<file path="src/rtl/ball_pixel_gen_pkg.sv">
// -----------------------------------------------------------------------------
// pixel_gen_pkg
// Shared definitions for the ball/board pixel generator:
//   - state_t   : game FSM encoding (SERVE, PLAY, MISS)
//   - coord_t   : 11-bit unsigned coordinate, one bit wider than the VGA
//                 counters so that "edge + width" sums never wrap
//   - DEF_*     : default screen size and colours
//   - inSpan()  : half-open range test used for all rectangle hit tests
// -----------------------------------------------------------------------------
package pixel_gen_pkg;

    typedef enum logic [1:0] {
        SERVE = 2'd0,
        PLAY  = 2'd1,
        MISS  = 2'd2
    } state_t;

    localparam int DEF_H_ACTIVE = 640;
    localparam int DEF_V_ACTIVE = 480;

    localparam logic [11:0] DEF_BALL_RGB  = 12'h0FF;
    localparam logic [11:0] DEF_BOARD_RGB = 12'hFFF;
    localparam logic [11:0] DEF_BG_RGB    = 12'h0F0;
    localparam logic [11:0] BLANK_RGB     = 12'h000;

    localparam int COORD_W = 11;
    typedef logic [COORD_W-1:0] coord_t;

    // True when p lies in [lo, lo + len). Both sides stay 11 bits wide, so
    // a 10-bit edge plus a small width cannot wrap back to zero.
    function automatic logic inSpan(coord_t p, coord_t lo, coord_t len);
        return (p >= lo) && (p < lo + len);
    endfunction

endpackage

</file>
<file path="src/rtl/ball_pixel_gen_if.sv">
// -----------------------------------------------------------------------------
// ball_pixel_gen_if
// Bundles the pixel-stream inputs and game outputs of ball_pixel_gen.
//   video_on, x, y        : scan position from the VGA controller
//   board_x, board_y      : board top-left corner
//   serve                 : launch request (level)
//   rgb                   : registered pixel colour
//   hit                   : one-cycle board bounce pulse
//   miss_count            : saturating miss counter
//   state                 : current game state
// master drives the inputs (VGA side / bench), slave is the generator.
// -----------------------------------------------------------------------------
interface ball_pixel_gen_if;

    logic        video_on;
    logic [9:0]  x;
    logic [9:0]  y;
    logic [9:0]  board_x;
    logic [9:0]  board_y;
    logic        serve;
    logic [11:0] rgb;
    logic        hit;
    logic [7:0]  miss_count;
    logic [1:0]  state;

    modport master (
        output video_on, x, y, board_x, board_y, serve,
        input  rgb, hit, miss_count, state
    );

    modport slave (
        input  video_on, x, y, board_x, board_y, serve,
        output rgb, hit, miss_count, state
    );

endinterface

</file>
<file path="src/rtl/ball_pixel_gen_motion.sv">
// -----------------------------------------------------------------------------
// ball_motion
// Owns the ball position and direction and advances them once per frame tick
// while the game is in PLAY. Walls reflect the ball, the board bounces it back
// up, and a ball that would leave through the bottom is reported as a miss.
// Ports:
//   clk, reset       : clock, asynchronous active-low reset
//   i_tick           : one-cycle frame tick
//   i_state          : current game state from the top-level FSM
//   i_boardX/Y       : board top-left corner (11-bit, zero-extended)
//   o_ballX/Y        : ball top-left corner
//   o_bounce         : board bounce happens on this tick
//   o_miss           : bottom miss happens on this tick
// -----------------------------------------------------------------------------
module ball_motion
    import pixel_gen_pkg::*;
#(
    parameter int H_ACTIVE    = DEF_H_ACTIVE,
    parameter int V_ACTIVE    = DEF_V_ACTIVE,
    parameter int BALL_SIZE   = 8,
    parameter int BOARD_WIDTH = 64,
    parameter int BALL_SPEED  = 2
) (
    input  logic   clk,
    input  logic   reset,
    input  logic   i_tick,
    input  state_t i_state,
    input  coord_t i_boardX,
    input  coord_t i_boardY,
    output coord_t o_ballX,
    output coord_t o_ballY,
    output logic   o_bounce,
    output logic   o_miss
);

    localparam coord_t ONE         = coord_t'(1);
    localparam coord_t SIZE        = coord_t'(BALL_SIZE);
    localparam coord_t SPEED       = coord_t'(BALL_SPEED);
    localparam coord_t RIGHT_LIMIT = coord_t'(H_ACTIVE);
    localparam coord_t X_MAX       = coord_t'(H_ACTIVE - BALL_SIZE);
    localparam coord_t Y_LAST      = coord_t'(V_ACTIVE - 1);
    localparam coord_t BOARD_W     = coord_t'(BOARD_WIDTH);
    localparam coord_t CENTER_X    = coord_t'(H_ACTIVE / 2 - BALL_SIZE / 2);
    localparam coord_t CENTER_Y    = coord_t'(V_ACTIVE / 2 - BALL_SIZE / 2);

    coord_t r_ballX;
    coord_t r_ballY;
    logic   r_dirLeft;
    logic   r_dirDown;

    logic   w_step;
    coord_t w_bottom;
    logic   w_overlap;
    logic   w_bounce;
    logic   w_miss;
    coord_t w_nextX;
    coord_t w_nextY;
    logic   w_nextLeft;
    logic   w_nextDown;

    // Bounce and miss detection for the current tick. The board test uses the
    // position before this tick's horizontal move, and a bounce always beats
    // a miss so a board sitting low on the screen still saves the ball.
    always_comb begin
        w_step    = i_tick && (i_state == PLAY);
        w_bottom  = r_ballY + SIZE - ONE;
        w_overlap = (r_ballX + SIZE - ONE >= i_boardX) &&
                    (r_ballX <= i_boardX + BOARD_W - ONE);
        w_bounce  = w_step && r_dirDown && (w_bottom < i_boardY) &&
                    (w_bottom + SPEED >= i_boardY) && w_overlap;
        w_miss    = w_step && r_dirDown && !w_bounce &&
                    (w_bottom + SPEED > Y_LAST);
    end

    // Horizontal axis: clamp against the side walls and reverse, otherwise
    // step by BALL_SPEED. Independent of anything happening vertically.
    always_comb begin
        w_nextX    = r_ballX;
        w_nextLeft = r_dirLeft;
        if (r_dirLeft) begin
            if (r_ballX <= SPEED) begin
                w_nextX    = '0;
                w_nextLeft = 1'b0;
            end else begin
                w_nextX = r_ballX - SPEED;
            end
        end else begin
            if (r_ballX + SIZE + SPEED >= RIGHT_LIMIT) begin
                w_nextX    = X_MAX;
                w_nextLeft = 1'b1;
            end else begin
                w_nextX = r_ballX + SPEED;
            end
        end
    end

    // Vertical axis: board bounce parks the ball right on top of the board,
    // the top wall clamps to row 0, and a miss leaves the row alone because
    // the ball disappears anyway.
    always_comb begin
        w_nextY    = r_ballY;
        w_nextDown = r_dirDown;
        if (w_bounce) begin
            w_nextY    = i_boardY - SIZE;
            w_nextDown = 1'b0;
        end else if (!r_dirDown) begin
            if (r_ballY <= SPEED) begin
                w_nextY    = '0;
                w_nextDown = 1'b1;
            end else begin
                w_nextY = r_ballY - SPEED;
            end
        end else if (!w_miss) begin
            w_nextY = r_ballY + SPEED;
        end
    end

    // Ball registers. Outside PLAY the ball is parked at the centre heading
    // up-right; doing this in MISS too (where the ball is invisible) means
    // the very first SERVE cycle after a respawn already shows it centred.
    always_ff @(posedge clk or negedge reset) begin
        if (!reset) begin
            r_ballX   <= CENTER_X;
            r_ballY   <= CENTER_Y;
            r_dirLeft <= 1'b0;
            r_dirDown <= 1'b0;
        end else if (i_state != PLAY) begin
            r_ballX   <= CENTER_X;
            r_ballY   <= CENTER_Y;
            r_dirLeft <= 1'b0;
            r_dirDown <= 1'b0;
        end else if (w_step) begin
            r_ballX   <= w_nextX;
            r_ballY   <= w_nextY;
            r_dirLeft <= w_nextLeft;
            r_dirDown <= w_nextDown;
        end
    end

    assign o_ballX  = r_ballX;
    assign o_ballY  = r_ballY;
    assign o_bounce = w_bounce;
    assign o_miss   = w_miss;

endmodule

</file>
<file path="src/rtl/ball_pixel_gen.sv">
// -----------------------------------------------------------------------------
// ball_pixel_gen
// Single-player ball game pixel generator. Runs the SERVE/PLAY/MISS game FSM,
// counts respawn frames and misses, and produces a registered colour for the
// pixel currently being scanned (ball over board over background).
// Ports:
//   clk    : system clock
//   reset  : asynchronous active-low reset
//   bus    : ball_pixel_gen_if.slave
//            in : video_on, x, y, board_x, board_y, serve
//            out: rgb (1-cycle latency), hit, miss_count, state
// -----------------------------------------------------------------------------
module ball_pixel_gen
    import pixel_gen_pkg::*;
#(
    parameter int          H_ACTIVE       = DEF_H_ACTIVE,
    parameter int          V_ACTIVE       = DEF_V_ACTIVE,
    parameter int          BALL_SIZE      = 8,
    parameter int          BOARD_WIDTH    = 64,
    parameter int          BOARD_HEIGHT   = 8,
    parameter int          BALL_SPEED     = 2,
    parameter int          RESPAWN_FRAMES = 60,
    parameter logic [11:0] BALL_RGB       = DEF_BALL_RGB,
    parameter logic [11:0] BOARD_RGB      = DEF_BOARD_RGB,
    parameter logic [11:0] BG_RGB         = DEF_BG_RGB
) (
    input logic             clk,
    input logic             reset,
    ball_pixel_gen_if.slave bus
);

    localparam int               CNT_W      = $clog2(RESPAWN_FRAMES + 1);
    localparam logic [CNT_W-1:0] LAST_FRAME = CNT_W'(RESPAWN_FRAMES - 1);
    localparam coord_t           TICK_ROW   = coord_t'(V_ACTIVE + 1);
    localparam coord_t           SIZE       = coord_t'(BALL_SIZE);
    localparam coord_t           BOARD_W    = coord_t'(BOARD_WIDTH);
    localparam coord_t           BOARD_H    = coord_t'(BOARD_HEIGHT);

    coord_t           w_pixX;
    coord_t           w_pixY;
    coord_t           w_boardX;
    coord_t           w_boardY;
    logic             w_tickMatch;
    logic             w_tick;
    logic             r_tickMatchPrev;

    state_t           r_state;
    state_t           w_nextState;
    logic [CNT_W-1:0] r_frameCnt;
    logic [7:0]       r_missCount;
    logic             r_hit;
    logic [11:0]      r_rgb;
    logic [11:0]      w_pixelRgb;
    logic             w_ballPix;
    logic             w_boardPix;

    coord_t           w_ballX;
    coord_t           w_ballY;
    logic             w_bounce;
    logic             w_miss;

    assign w_pixX   = {1'b0, bus.x};
    assign w_pixY   = {1'b0, bus.y};
    assign w_boardX = {1'b0, bus.board_x};
    assign w_boardY = {1'b0, bus.board_y};

    // The scan position can sit on the tick pixel for several system clocks
    // (pixel clock is slower), so the frame tick is the rising edge of the
    // match rather than the match itself.
    assign w_tickMatch = (w_pixX == '0) && (w_pixY == TICK_ROW);
    assign w_tick      = w_tickMatch && !r_tickMatchPrev;

    always_ff @(posedge clk or negedge reset) begin
        if (!reset) begin
            r_tickMatchPrev <= 1'b0;
        end else begin
            r_tickMatchPrev <= w_tickMatch;
        end
    end

    ball_motion #(
        .H_ACTIVE    (H_ACTIVE),
        .V_ACTIVE    (V_ACTIVE),
        .BALL_SIZE   (BALL_SIZE),
        .BOARD_WIDTH (BOARD_WIDTH),
        .BALL_SPEED  (BALL_SPEED)
    ) u_motion (
        .clk      (clk),
        .reset    (reset),
        .i_tick   (w_tick),
        .i_state  (r_state),
        .i_boardX (w_boardX),
        .i_boardY (w_boardY),
        .o_ballX  (w_ballX),
        .o_ballY  (w_ballY),
        .o_bounce (w_bounce),
        .o_miss   (w_miss)
    );

    // Game state register.
    always_ff @(posedge clk or negedge reset) begin
        if (!reset) begin
            r_state <= SERVE;
        end else begin
            r_state <= w_nextState;
        end
    end

    // Game state transitions. serve is only looked at in SERVE, so holding
    // it high through a miss does not skip the respawn delay.
    always_comb begin
        w_nextState = r_state;
        case (r_state)
            SERVE: if (bus.serve) w_nextState = PLAY;
            PLAY:  if (w_miss) w_nextState = MISS;
            MISS:  if (w_tick && (r_frameCnt == LAST_FRAME)) w_nextState = SERVE;
            default: w_nextState = SERVE;
        endcase
    end

    // Respawn frame counter: restarts on every miss and counts ticks spent in
    // MISS; it wraps to zero on the tick that sends the game back to SERVE.
    always_ff @(posedge clk or negedge reset) begin
        if (!reset) begin
            r_frameCnt <= '0;
        end else if (w_miss) begin
            r_frameCnt <= '0;
        end else if ((r_state == MISS) && w_tick) begin
            r_frameCnt <= (r_frameCnt == LAST_FRAME) ? '0 : r_frameCnt + CNT_W'(1);
        end
    end

    // Miss counter sticks at 255 instead of rolling over.
    always_ff @(posedge clk or negedge reset) begin
        if (!reset) begin
            r_missCount <= '0;
        end else if (w_miss && (r_missCount != 8'hFF)) begin
            r_missCount <= r_missCount + 8'd1;
        end
    end

    // Bounce pulse, registered so it lines up with the updated ball position.
    always_ff @(posedge clk or negedge reset) begin
        if (!reset) begin
            r_hit <= 1'b0;
        end else begin
            r_hit <= w_bounce;
        end
    end

    // Pixel colour selection: blanking first, then the ball (hidden during
    // MISS), then the board, then background.
    always_comb begin
        w_ballPix  = (r_state != MISS) &&
                     inSpan(w_pixX, w_ballX, SIZE) && inSpan(w_pixY, w_ballY, SIZE);
        w_boardPix = inSpan(w_pixX, w_boardX, BOARD_W) && inSpan(w_pixY, w_boardY, BOARD_H);
        w_pixelRgb = BG_RGB;
        if (!bus.video_on) begin
            w_pixelRgb = BLANK_RGB;
        end else if (w_ballPix) begin
            w_pixelRgb = BALL_RGB;
        end else if (w_boardPix) begin
            w_pixelRgb = BOARD_RGB;
        end
    end

    // Colour output register (one clock of latency from x/y to rgb).
    always_ff @(posedge clk or negedge reset) begin
        if (!reset) begin
            r_rgb <= BLANK_RGB;
        end else begin
            r_rgb <= w_pixelRgb;
        end
    end

    assign bus.rgb        = r_rgb;
    assign bus.hit        = r_hit;
    assign bus.miss_count = r_missCount;
    assign bus.state      = r_state;

endmodule
</file>
<file path="src/flat_wrapper.sv">
// flat-port wrapper written by rule: the top's interface ports become plain ports
module ball_pixel_gen_flat import pixel_gen_pkg::*;
#(
    parameter int          H_ACTIVE       = DEF_H_ACTIVE,
    parameter int          V_ACTIVE       = DEF_V_ACTIVE,
    parameter int          BALL_SIZE      = 8,
    parameter int          BOARD_WIDTH    = 64,
    parameter int          BOARD_HEIGHT   = 8,
    parameter int          BALL_SPEED     = 2,
    parameter int          RESPAWN_FRAMES = 60,
    parameter logic [11:0] BALL_RGB       = DEF_BALL_RGB,
    parameter logic [11:0] BOARD_RGB      = DEF_BOARD_RGB,
    parameter logic [11:0] BG_RGB         = DEF_BG_RGB
)
  (clk, reset, bus_video_on, bus_x, bus_y, bus_board_x, bus_board_y, bus_serve, bus_rgb, bus_hit, bus_miss_count, bus_state);
  ball_pixel_gen_if bus_i ();
  input logic clk;
  input logic reset;
  input wire logic [$bits(bus_i.video_on)-1:0] bus_video_on;
  input wire logic [$bits(bus_i.x)-1:0] bus_x;
  input wire logic [$bits(bus_i.y)-1:0] bus_y;
  input wire logic [$bits(bus_i.board_x)-1:0] bus_board_x;
  input wire logic [$bits(bus_i.board_y)-1:0] bus_board_y;
  input wire logic [$bits(bus_i.serve)-1:0] bus_serve;
  output wire logic [$bits(bus_i.rgb)-1:0] bus_rgb;
  output wire logic [$bits(bus_i.hit)-1:0] bus_hit;
  output wire logic [$bits(bus_i.miss_count)-1:0] bus_miss_count;
  output wire logic [$bits(bus_i.state)-1:0] bus_state;
  assign bus_i.video_on = bus_video_on;
  assign bus_i.x = bus_x;
  assign bus_i.y = bus_y;
  assign bus_i.board_x = bus_board_x;
  assign bus_i.board_y = bus_board_y;
  assign bus_i.serve = bus_serve;
  assign bus_rgb = bus_i.rgb;
  assign bus_hit = bus_i.hit;
  assign bus_miss_count = bus_i.miss_count;
  assign bus_state = bus_i.state;
  ball_pixel_gen #(.H_ACTIVE(H_ACTIVE), .V_ACTIVE(V_ACTIVE), .BALL_SIZE(BALL_SIZE), .BOARD_WIDTH(BOARD_WIDTH), .BOARD_HEIGHT(BOARD_HEIGHT), .BALL_SPEED(BALL_SPEED), .RESPAWN_FRAMES(RESPAWN_FRAMES), .BALL_RGB(BALL_RGB), .BOARD_RGB(BOARD_RGB), .BG_RGB(BG_RGB)) u_core (.clk(clk), .reset(reset), .bus(bus_i));
endmodule
</file>
<file path="config.mk">
export PLATFORM = sky130hd
export DESIGN_NAME = ball_pixel_gen_flat
export DESIGN_NICKNAME = d
export VERILOG_FILES = /design/src/rtl/ball_pixel_gen_pkg.sv /design/src/rtl/ball_pixel_gen_if.sv /design/src/rtl/ball_pixel_gen_motion.sv /design/src/rtl/ball_pixel_gen.sv /design/src/flat_wrapper.sv
export SDC_FILE = /design/constraint.sdc
export NUM_CORES = 1
export LEC_CHECK = 0
export CAP_MARGIN = 15
export CORE_UTILIZATION = 24
export DETAILED_ROUTE_END_ITERATION = 8
export PLACE_DENSITY_LB_ADDON = 0.05
export SLEW_MARGIN = 20
export SYNTH_ARGS = -nofsm -noshare
export SYNTH_HDL_FRONTEND = slang
export SYNTH_SLANG_ARGS = --single-unit
</file>
<file path="constraint.sdc">
create_clock -name clk -period 5.2 [get_ports clk]
set_clock_uncertainty 0.2 [all_clocks]
set_input_delay 1.04 -clock clk [delete_from_list [all_inputs] [get_ports clk]]
set_output_delay 1.04 -clock clk [all_outputs]
set_load 0.02 [all_outputs]
</file>
**Yosys cells after proc, flatten, opt, wreduce, memory -nomap -nowiden**

Index checks and enable logic that the tools add are counted.

- Input port bits: 44
- Output and inout bits: 23
- Logic and storage cells: 112
- Register bits: 54

- Add/sub/neg operators: 16
- Mux-type cells: 31
- $lt $le $gt $ge: 16
- Equality and inequality tests: 11
- Reductions and logical operators: 28

Operator list:

| kind | count |
|---|---|
| $mux 11 | 11 |
| $add 11x2->11 const B | 4 |
| $lt 10x11->1 | 4 |
| $mux 12 | 3 |
| $sub 11x1->11 const B | 3 |
| $add 11x4->11 const B | 2 |
| $ge 10x11->1 | 2 |
| $ge 11x10->1 | 2 |
| $le 11x2->1 const B | 2 |
| $sub 11x2->11 const B | 2 |
| $ge 10x10->1 | 2 |
| $logic_and 1x1->1 | 20 |
| $mux 6 | 3 |
| $add 10x4->11 const B | 1 |
| $add 10x7->11 const B | 1 |
| $ge 11x10->1 const B | 1 |
| $gt 11x9->1 const B | 1 |
| $le 11x11->1 | 1 |
| $logic_not 11->1 | 1 |
| $lt 11x10->1 | 1 |
| $sub 10x4->11 const B | 1 |
| $eq 10x9->1 const B | 1 |
| $mux 1 | 10 |
| $add 8x1->8 const B | 1 |
| 15 further kinds | 22 |

**Depth between registers and ports, before layout**

Gate-level depths: netlist (run 1).

- Word-level depth: 16
- Depth in mapped cells: 19
- Depth with buffers taken out: 16

**Cells and area by module**

From an unflattened synthesis (run 1), not the netlist that was laid out.

- Cell total of the unflattened synthesis: 911
- Area total of the unflattened synthesis: 7159.4 µm²

By module, submodules not included:

| module | instances | sequential area each (µm²) | cells an instance | area an instance (µm²) |
|---|---|---|---|---|
| ball_motion | 1 | 588.1 | 550 | 4137.7 |
| ball_pixel_gen | 1 | 525.5 | 361 | 3021.6 |

**Least setup slack after synthesis (run 1)**

Ideal clock, no wire load.

- Path kind: register to register
- Start: register u_core.u_motion.r_ballY[3], in the netlist u_core.u_motion.o_ballY[3]
- End: register u_core.u_motion.r_ballY[8], in the netlist u_core.u_motion.o_ballY[8]
- Slack: 0.651 ns
- Path buffers: 2
- Library setup time: 0.126 ns
- Arrival: 4.223 ns
- Stages on the path, launching flop included: 18
- Clock period less this slack: 4.549 ns
- Cell sequence: dfstp_2 -> buf_4 -> inv_1 -> ha_1 -> or3_4 -> xnor2_1 -> and4_1 -> nand3_1 -> xnor2_1 -> ha_1 -> o2111ai_1 -> a21o_1 -> a21o_1 -> a2111oi_4 -> or2_1 -> buf_4 -> o21ai_2 -> a221o_1

- Word-level cells in the longest chain between the ends: 11

Ends and longest elaborated chain:

| item | line | text |
|---|---|---|
| start: declaration | ball_pixel_gen_motion.sv:47 | `coord_t r_ballY;` |
| start signal: assignment | ball_pixel_gen_motion.sv:134 | `r_ballY <= w_nextY;` |
| $add 11x4->11 | ball_pixel_gen_motion.sv:66 | `w_bottom = r_ballY + SIZE - ONE;` |
| $sub 11x1->11 | ball_pixel_gen_motion.sv:66 |  |
| $add 11x2->11 / $lt 11x10->1 (equally long branches) | ball_pixel_gen_motion.sv:70, ball_pixel_gen_motion.sv:72, ball_pixel_gen_motion.sv:69 |  |
| $ge 11x10->1 / $logic_and 1x1->1 (equally long branches) | ball_pixel_gen_motion.sv:70, ball_pixel_gen_motion.sv:69 |  |
| $logic_and 1x1->1 | ball_pixel_gen_motion.sv:69 | `w_bounce = w_step && r_dirDown && (w_bottom < i_boardY) &&` |
| $logic_and 1x1->1 | ball_pixel_gen_motion.sv:70 | `(w_bottom + SPEED >= i_boardY) && w_overlap;` |
| $logic_not 1->1 | ball_pixel_gen_motion.sv:71 | `w_miss = w_step && r_dirDown && !w_bounce &&` |
| $logic_and 1x1->1 (2 in series) | ball_pixel_gen_motion.sv:71 |  |
| $ne 4x3->1 (no source line) | - |  |
| $reduce_and 2->1 (no source line) | - |  |

Parallel ways exist; a longest one is shown, timed or not. The select of a mux whose other input is x is not followed.
A chain may end at the register's enable or synchronous reset.

**Worst setup path in the final report (run 1)**

- Start: register u_core.u_motion.r_ballY[3], in the netlist u_core.u_motion.o_ballY[3]
- End: register u_core.u_motion.r_ballY[4], in the netlist u_core.u_motion.o_ballY[4]

The elaborated chain is that of the path after synthesis.

==> results_tabular.tex, run 1 <==
\begin{tabular}{lr}
\hline
Metric & Value \\
\hline
\multicolumn{2}{l}{\textbf{Outcome}} \\
Outcome & finished clean \\
\multicolumn{2}{l}{\textbf{STA}} \\
Worst hold slack & 0.306 ns \\
Highest attainable clock frequency & 0.203 GHz \\
Crit share post-route & 94.7\% \\
Count of final max-slew check failures & 0 \\
Max\_slew headroom & between 40\% and 50\% \\
Post-route minimum period & approximately 4.9 ns \\
Worst Tran Pin Value & about 0.8 ns \\
Setup-failing EPs final & 0 \\
Setup repair after global routing missed its margin & no \\
Final-layout setup total negative slack & 0 ns \\
Hold violation total from the final report & 0 \\
\multicolumn{2}{l}{\textbf{Synthesis}} \\
Mean cell area of the mapped netlist & 8.04 sq um \\
Flop and latch count out of synthesis & 44 \\
Yosys top cell by area & sky130\_fd\_sc\_hd\_\_ha\_1 \\
Most area-consuming cells after synthesis & sky130\_fd\_sc\_hd\_\_ha\_1 23\%, sky130\_fd\_sc\_hd\_\_dfrtp\_1 12\%, sky130\_fd\_sc\_hd\_\_xnor2\_1 5.7\% \\
Number of warnings issued by yosys & 0 \\
Number of instances in the synthesized netlist & 854 \\
Number of flops mapped to enable cells by yosys & 0 \\
Share of Yosys cell area claimed by the top area cell type & 23.5\% \\
Sequential area share after synthesis & 16.2\% \\
Number of distinct library cells after synthesis & 81 \\
Number of nets in the synthesized netlist & about 1000 \\
Cell area after synthesis & 6870 sq um \\
Share of flip-flops with an asynchronous set or reset after synthesis & between 90\% and 100\% \\
Leading register cell type out of synthesis & sky130\_fd\_sc\_hd\_\_dfrtp\_1 \\
\multicolumn{2}{l}{\textbf{Detailed routing}} \\
Per-cell via count in the routed design & 5.00 \\
Number of detailed-route iterations in the first pass & 7 \\
DR iter-0 viols & roughly 330 \\
Final antenna-violating net count & 0 \\
Detailed-route via count & 6634 \\
Wire length on met3 & 697 um \\
Average routed wire per standard cell & 19.0 um \\
Post-detailed-route DRC marker count & 0 \\
Detailed-routing wirelength on met1 & 12700 um \\
Met2 Wirelength & 11400 um \\
Overall routed net length & approximately 25000 um \\
Highest Signal Layer & met4 \\
\multicolumn{2}{l}{\textbf{Placement}} \\
Routability congestion estimate from global placement & a little under 0.8 \\
Count of buffers from port buffering & 66 \\
Post-detail-place hpwl & between 20000 and 25000 um \\
\multicolumn{2}{l}{\textbf{Power}} \\
Total power & $\sim$1000 uW \\
Worst ir drop on vdd & 0.110 mV \\
Leakage & between 0.003 and 0.004 uW \\
Power density of the placed cells & 125 nW/um\^{}2 \\
\multicolumn{2}{l}{\textbf{Global routing}} \\
GRT Util Overall & about 18\% \\
Wire length of the first global-routing pass & 39300 um \\
Pin count of the biggest net entering global routing & 30 \\
Via count of the first global-routing pass & 6666 \\
Gr ovfl total & 0 \\
Initial antenna violation count & 1 \\
\multicolumn{2}{l}{\textbf{Floorplanning}} \\
Chip Height & 171 um \\
Placeable core region & 27900 sq um \\
Die ar. & 29300 sq um \\
Io pins & 67 \\
Row cnt & 61 \\
Width of the die & 171 um \\
Starting density of the core & 24.6\% \\
\multicolumn{2}{l}{\textbf{Finish}} \\
Share of cells above drive strength 1 & 9.39\% \\
Area added between synthesis and finish & 22.1\% \\
Antenna diode count & 0 \\
Most common cell after layout, fill and taps aside & sky130\_fd\_sc\_hd\_\_ha\_1 \\
Nets@finish & 1120 \\
Most frequent cells in the layout & 129 x sky130\_fd\_sc\_hd\_\_ha\_1, 67 x sky130\_fd\_sc\_hd\_\_inv\_1, 65 x sky130\_fd\_sc\_hd\_\_clkdlybuf4s50\_1 \\
\multicolumn{2}{l}{\textbf{Flow run}} \\
Max-cap check violation count & 0 \\
\multicolumn{2}{l}{\textbf{Worst hold path}} \\
Startpoint of the worst hold path & u\_core.bus.state[1]\$\_DFFE\_PN0P\_ \\
Type of the most critical hold path & reg2reg \\
\multicolumn{2}{l}{\textbf{Clocking}} \\
\# hold bufs at CTS & 0 \\
Bufs on Longest Clock Path & 2 \\
Clock sink count & 44 \\
Number of levels in the clock H-tree & 2 \\
Number of resized instances in the post-cts repair step & 0 \\
Clock tree from TritonCTS & done \\
Root buffer cell & sky130\_fd\_sc\_hd\_\_clkbuf\_16 \\
TritonCTS buffer count & 5 \\
Setup Fix Bufs, Post-CTS & 0 \\
Worst skew pair latency & 0.31 ns \\
Clock slew at the register clock pins of the worst setup and hold paths & approximately 0.070 ns \\
\multicolumn{2}{l}{\textbf{Worst setup path}} \\
Largest fanout of any net on the critical path & 11 \\
Worst Path Class, Setup & reg2reg \\
Data arrival time of the worst path & just under 5 ns \\
Beginning of the critical path & u\_core.u\_motion.o\_ballY[3]\$\_DFFE\_PN1P\_ \\
Cell with the most instances on the worst path & sky130\_fd\_sc\_hd\_\_ha\_1 \\
Count of buffering cells on the critical path with inverters included & 1 \\
Category of the worst setup path launch point & flip-flop \\
Nature of the critical path endpoint & flip-flop \\
Slowest cell on the critical path & sky130\_fd\_sc\_hd\_\_dfstp\_2 \\
Crit path max-delay family & compound AO/OA/AOI/OAI gates \\
Required time worst endpoint & 5.19 ns \\
Slowest Stage Delay on Critical Path & roughly 0.69 ns \\
Crit path cell chain & ha\_1, xor2\_1, or3\_4, nor2\_1, xnor2\_1, ha\_1, a2111oi\_0, a211oi\_1, a2111o\_1, a2111oi\_4, buf\_4, o31ai\_2, and3\_1, a221o\_1 \\
Worst flop-to-flop path startpoint & u\_core.u\_motion.o\_ballY[3]\$\_DFFE\_PN1P\_ \\
\hline
\end{tabular}
[report_power, final]
part           internal [uW]  switching (uW)  total, uW
clock                    229             167        396
sequential               345            3.52        349
combinational            136             165        301
[worst reg2reg max path, delay by kind of cell (launching register included)]
kind,cells,cell delay [ns]
XOR/XNOR,2,0.42
AND/OR/NAND/NOR,3,0.85
AO/OA/AOI/OAI,6,1.68
buffers and inverters,1,0.23
flip-flops,1,0.69
adder cells (fa/ha/maj),2,0.72
[final timing paths]
| path | cells after the start | to | slack, ns |
|---|---|---|---|
| setup / recovery | 14 | u_core.u_motion.o_ballY[4]$_DFFE_PN0P_ | 0.28 |
| hold / removal | 1 | u_core.bus.state[0]$_DFFE_PN0P_ | 0.31 |
| setup reg to reg | 14 | u_core.u_motion.o_ballY[4]$_DFFE_PN0P_ | 0.28 |
| hold reg to reg | 1 | u_core.bus.state[0]$_DFFE_PN0P_ | 0.31 |
| max in group asynchronous | 2 | u_core.u_motion.o_ballY[6]$_DFFE_PN1P_ | 3.48 |
| min in group asynchronous | 1 | u_core.bus.rgb[10]$_DFF_PN0_ | 0.48 |
[synth_stat cells (11+ instances only)]
cell type / n
sky130_fd_sc_hd__dfrtp_1: 34
sky130_fd_sc_hd__and2_1: 11
sky130_fd_sc_hd__nor3_1: 30
sky130_fd_sc_hd__ha_1: 129
sky130_fd_sc_hd__o21a_1: 17
sky130_fd_sc_hd__xnor2_1: 45
sky130_fd_sc_hd__a21o_1: 16
sky130_fd_sc_hd__nand3_1: 30
sky130_fd_sc_hd__nand4_1: 16
sky130_fd_sc_hd__clkbuf_1: 11
sky130_fd_sc_hd__nor4_1: 11
sky130_fd_sc_hd__and3_1: 11
sky130_fd_sc_hd__buf_4: 13
sky130_fd_sc_hd__a21oi_1: 36
sky130_fd_sc_hd__or3_1: 21
sky130_fd_sc_hd__nand2_1: 53
sky130_fd_sc_hd__inv_1: 67
sky130_fd_sc_hd__o21ai_0: 54
sky130_fd_sc_hd__nor2_1: 54
sky130_fd_sc_hd__xor2_1: 16
[state kept, by name, indices dropped and copies added (netlist names)]
register and flops:
u_core.u_motion.o_ballX 10, u_core.u_motion.o_ballY 11, u_core.u_motion.r_dirLeft 1, u_core.r_tickMatchPrev 1, u_core.bus.hit 1, u_core.bus.state 2
u_core.bus.rgb 3, u_core.r_frameCnt 6, u_core.bus.miss_count 8, u_core.u_motion.r_dirDown 1
[metrics by stage]
stage / util (%) / setup slack, ns / cell area [sq um] / instances
after global routing: 30.0 / 0.0201 / 8390 / 1326
after detailed placement: 29.4 / 0.0601 / 8220 / 1318
after global placement: 29.4 / 0.127 / 8220 / 1318
after floorplan: - / 0.651 / 6870 / 854
final: 30.0 / 0.278 / 8390 / 1326
after CTS: 30.0 / 0.301 / 8390 / 1326
[layer usage]
layer	GRT usage, %	up-vias
li1	-	3350
met1	24.8	3151
met2	29.1	119
met3	1.56	14
met4	4.19	0
met5	0	-
[final cells by class]
class	count	area, sq um
Multi-Input combinational cell	707	5310
Clock buffer	5	125
Timing Repair Buffer	120	1060
Fill cell	3060	19500
Sequential cell	44	1110
Inverter	69	259
Tap cell	378	473
Clock inverter	3	47.5
[kinds of logic (layout without fill, tap and decap cells)]
family	count (synthesis)	count (layout)	synth area share, %
AND/OR/NAND/NOR	284	284	21.8
AO/OA/AOI/OAI	227	227	23.0
adder cells (fa/ha/maj)	129	129	23.5
buffers and inverters	103	197	6.48
XOR/XNOR	64	64	8.58
flip-flops	44	44	16.2
multiplexers	3	3	0.455
No activity file was read; power rests on OpenSTA's default activity.
==> run 2: changes to the inputs <==
--- a/config.mk
+++ b/config.mk
@@ -7,6 +7,7 @@
 export LEC_CHECK = 0
 export CAP_MARGIN = 15
 export CORE_UTILIZATION = 24
+export CTS_BUF_LIST = sky130_fd_sc_hd__clkbuf_8
 export DETAILED_ROUTE_END_ITERATION = 8
 export PLACE_DENSITY_LB_ADDON = 0.05
 export SLEW_MARGIN = 20
==> constraint.sdc (replaced) <==
create_clock -name clk -period 5.2 [get_ports clk]
set_clock_uncertainty 0.2 [all_clocks]
set_input_delay 1.04 -clock clk [delete_from_list [all_inputs] [get_ports clk]]
set_output_delay 1.04 -clock clk [all_outputs]
set_load 0.05 [all_outputs]
==> run 2 against run 1 <==
Compared with the run above: design area shrank 0.67%; die area is the same; cell count is the same; critical path type unchanged.
==> results_tabular.tex, run 2 (synthesis gave the netlist of run 1 again) <==
\begin{tabular}{lr}
\hline
Metric & Value \\
\hline
\multicolumn{2}{l}{\textbf{Outcome}} \\
Outcome & finished clean \\
\multicolumn{2}{l}{\textbf{Clocking}} \\
\# hold bufs at CTS & 0 (unchanged) \\
Number of resized instances in the post-cts repair step & 0 (unchanged) \\
Setup Fix Bufs, Post-CTS & 0 (unchanged) \\
Clock tree from TritonCTS & done \\
Bufs on Longest Clock Path & 2 (unchanged) \\
TritonCTS buffer count & 5 (unchanged) \\
Clock sink count & 44 (unchanged) \\
Number of levels in the clock H-tree & 2 (unchanged) \\
Root buffer cell & sky130\_fd\_sc\_hd\_\_clkbuf\_8 \\
Clock slew at the register clock pins of the worst setup and hold paths & 0.10 ns (+0.03 ns) \\
Worst skew pair latency & 0.33 ns (+0.02 ns) \\
\multicolumn{2}{l}{\textbf{Power}} \\
Power density of the placed cells & 115 nW/um\^{}2 (-7.6\%) \\
Reg power frac & 36.3\% (+3.0 points) \\
Switching share of total power & 34.8\% (+2.7 points) \\
Share of total power in the clock network & 31.2\% (-6.7 points) \\
Worst ir drop on vdd & 0.0817 mV (-26\%) \\
Net switching power figure & 334 uW (-0.51\%) \\
Power Internal & 626 uW (-12\%) \\
Gate power share & 32.5\% (+3.7 points) \\
Total power & 960 uW (-8.2\%) \\
Leakage & 0.00359 uW (-0.71\%) \\
\multicolumn{2}{l}{\textbf{Finish}} \\
Nets@finish & 1120 (unchanged) \\
Number of flip-flops under the largest register name & 11 (unchanged) \\
Most frequent cells in the layout & 129 x sky130\_fd\_sc\_hd\_\_ha\_1, 67 x sky130\_fd\_sc\_hd\_\_inv\_1, 65 x sky130\_fd\_sc\_hd\_\_clkdlybuf4s50\_1 \\
Most common cell after layout, fill and taps aside & sky130\_fd\_sc\_hd\_\_ha\_1 \\
Share of cells above drive strength 1 & 9.39\% (unchanged) \\
Antenna diode count & 0 (unchanged) \\
Area added between synthesis and finish & 21.3\% \\
\multicolumn{2}{l}{\textbf{Worst setup path}} \\
Worst Path Class, Setup & reg2reg \\
Nature of the critical path endpoint & flip-flop \\
Required time worst endpoint & 5.23 ns (+0.04 ns) \\
Slowest cell on the critical path & sky130\_fd\_sc\_hd\_\_dfstp\_2 \\
Cell with the most instances on the worst path & sky130\_fd\_sc\_hd\_\_ha\_1 \\
Category of the worst setup path launch point & flip-flop \\
Largest fanout of any net on the critical path & 11 (unchanged) \\
Crit path cell chain & ha\_1, xor2\_1, or3\_4, nor2\_1, xnor2\_1, ha\_1, a2111oi\_0, a211oi\_1, a2111o\_1, a2111oi\_4, buf\_4, o31ai\_2, and3\_1, a221o\_1 \\
Data arrival time of the worst path & 4.92 ns (about the same) \\
Slowest Stage Delay on Critical Path & 0.70 ns (about the same) \\
\multicolumn{2}{l}{\textbf{STA}} \\
Highest attainable clock frequency & 0.204 GHz (+0.54\%) \\
Count of final max-slew check failures & 0 (unchanged) \\
Worst Tran Pin Value & 0.812 ns (-0.00569 ns) \\
Post-route minimum period & 4.90 ns (-0.0264 ns) \\
Hold violation total from the final report & 0 (unchanged) \\
Max\_slew headroom & 45.7\% (+0.38 points) \\
Setup-failing EPs final & 0 (unchanged) \\
Setup repair after global routing missed its margin & no \\
Crit share post-route & 94.1\% (-0.51 points) \\
Final-layout setup total negative slack & 0 ns (unchanged) \\
\multicolumn{2}{l}{\textbf{Floorplanning}} \\
Width of the die & 171 um (unchanged) \\
Starting density of the core & 24.6\% (unchanged) \\
Io pins & 67 (unchanged) \\
Placeable core region & 27900 sq um (unchanged) \\
Die ar. & 29300 sq um (unchanged) \\
Chip Height & 171 um (unchanged) \\
Row cnt & 61 (unchanged) \\
\multicolumn{2}{l}{\textbf{Detailed routing}} \\
Final antenna-violating net count & 0 (unchanged) \\
Wire length on met3 & 749 um (+7.5\%) \\
Post-detailed-route DRC marker count & 0 (unchanged) \\
Highest Signal Layer & met4 \\
Average routed wire per standard cell & 19.0 um (+0.29\%) \\
Met2 Wirelength & 11300 um (-0.29\%) \\
Detailed-route via count & 6633 (-0.015\%) \\
Number of detailed-route iterations in the first pass & 5 (-2) \\
Detailed-routing wirelength on met1 & 12700 um (+0.43\%) \\
Overall routed net length & 25200 um (+0.29\%) \\
DR iter-0 viols & 368 (+11\%) \\
Per-cell via count in the routed design & 5.00 (about the same) \\
\multicolumn{2}{l}{\textbf{Placement}} \\
Post-detail-place hpwl & 21000 um (unchanged) \\
Count of buffers from port buffering & 66 (unchanged) \\
Routability congestion estimate from global placement & 0.783 (unchanged) \\
\multicolumn{2}{l}{\textbf{Global routing}} \\
Via count of the first global-routing pass & 6658 (-0.12\%) \\
Initial antenna violation count & 1 (unchanged) \\
GRT Util Overall & 17.7\% (unchanged) \\
Wire length of the first global-routing pass & 39300 um (about the same) \\
Gr ovfl total & 0 (unchanged) \\
Pin count of the biggest net entering global routing & 30 (unchanged) \\
\multicolumn{2}{l}{\textbf{Worst hold path}} \\
Type of the most critical hold path & reg2reg \\
\multicolumn{2}{l}{\textbf{Flow run}} \\
Max-cap check violation count & 0 (unchanged) \\
\hline
\end{tabular}
## run 2: per-layer routing
layer	vias to the layer above	track usage, %
met5	-	0
met4	0	4.11
met3	15	1.56
met2	132	29.1
met1	3137	24.9
li1	3349	-
## run 2: power groups by stage
stage	combinational (uW)	sequential (uW)	clock, uW
finish	312	349	300
floorplan	173	359	0
CTS	317	349	321
global route	352	349	331
detailed placement	314	355	0
global placement	320	355	0
## run 2: final cells by class
type,instances,area (sq um)
clock buffers,5,68.8
inverters,69,259
flip-flops and latches,44,1110
fillers,3063,19600
clock inverters,3,47.5
multi-input cells,707,5310
repair buffers,120,1060
well taps,378,473
## run 2: worst max-delay path: cells and delay by family, from the launching register on
kind | cells | cell delay [ns]
compound gates | 6 | 1.68
simple gates | 3 | 0.84
flops | 1 | 0.70
fa+ha+maj | 2 | 0.69
xor+xnor | 2 | 0.41
buf+inv | 1 | 0.23
## run 2: path summary, 6_finish.rpt
check | to | slack (ns) | from | depth (start not counted)
setup / recovery | u_core.u_motion.o_ballY[4]$_DFFE_PN0P_ | 0.30 | u_core.u_motion.o_ballY[3]$_DFFE_PN1P_ | 14
hold / removal | u_core.bus.state[0]$_DFFE_PN0P_ | 0.31 | u_core.bus.state[1]$_DFFE_PN0P_ | 1
setup reg to reg | u_core.u_motion.o_ballY[4]$_DFFE_PN0P_ | 0.30 | u_core.u_motion.o_ballY[3]$_DFFE_PN1P_ | 14
hold reg to reg | u_core.bus.state[0]$_DFFE_PN0P_ | 0.31 | u_core.bus.state[1]$_DFFE_PN0P_ | 1
max in group asynchronous | u_core.u_motion.o_ballY[6]$_DFFE_PN1P_ | 3.52 | reset | 2
min in group asynchronous | u_core.bus.rgb[3]$_DFF_PN0_ | 0.44 | reset | 1
## run 2: per-stage QoR
stage / util (%) / instances / cell area [sq um] / setup WS [ns] / hold slack, ns
CTS: 29.8 / 1326 / 8330 / 0.296 / 0.318
global route: 29.8 / 1326 / 8330 / 0.0140 / 0.332
finish: 29.8 / 1326 / 8330 / 0.304 / 0.311
detailed placement: 29.4 / 1318 / 8220 / 0.0601 / 0.298
global placement: 29.4 / 1318 / 8220 / 0.127 / 0.293
floorplan: - / 854 / 6870 / 0.651 / 0.313
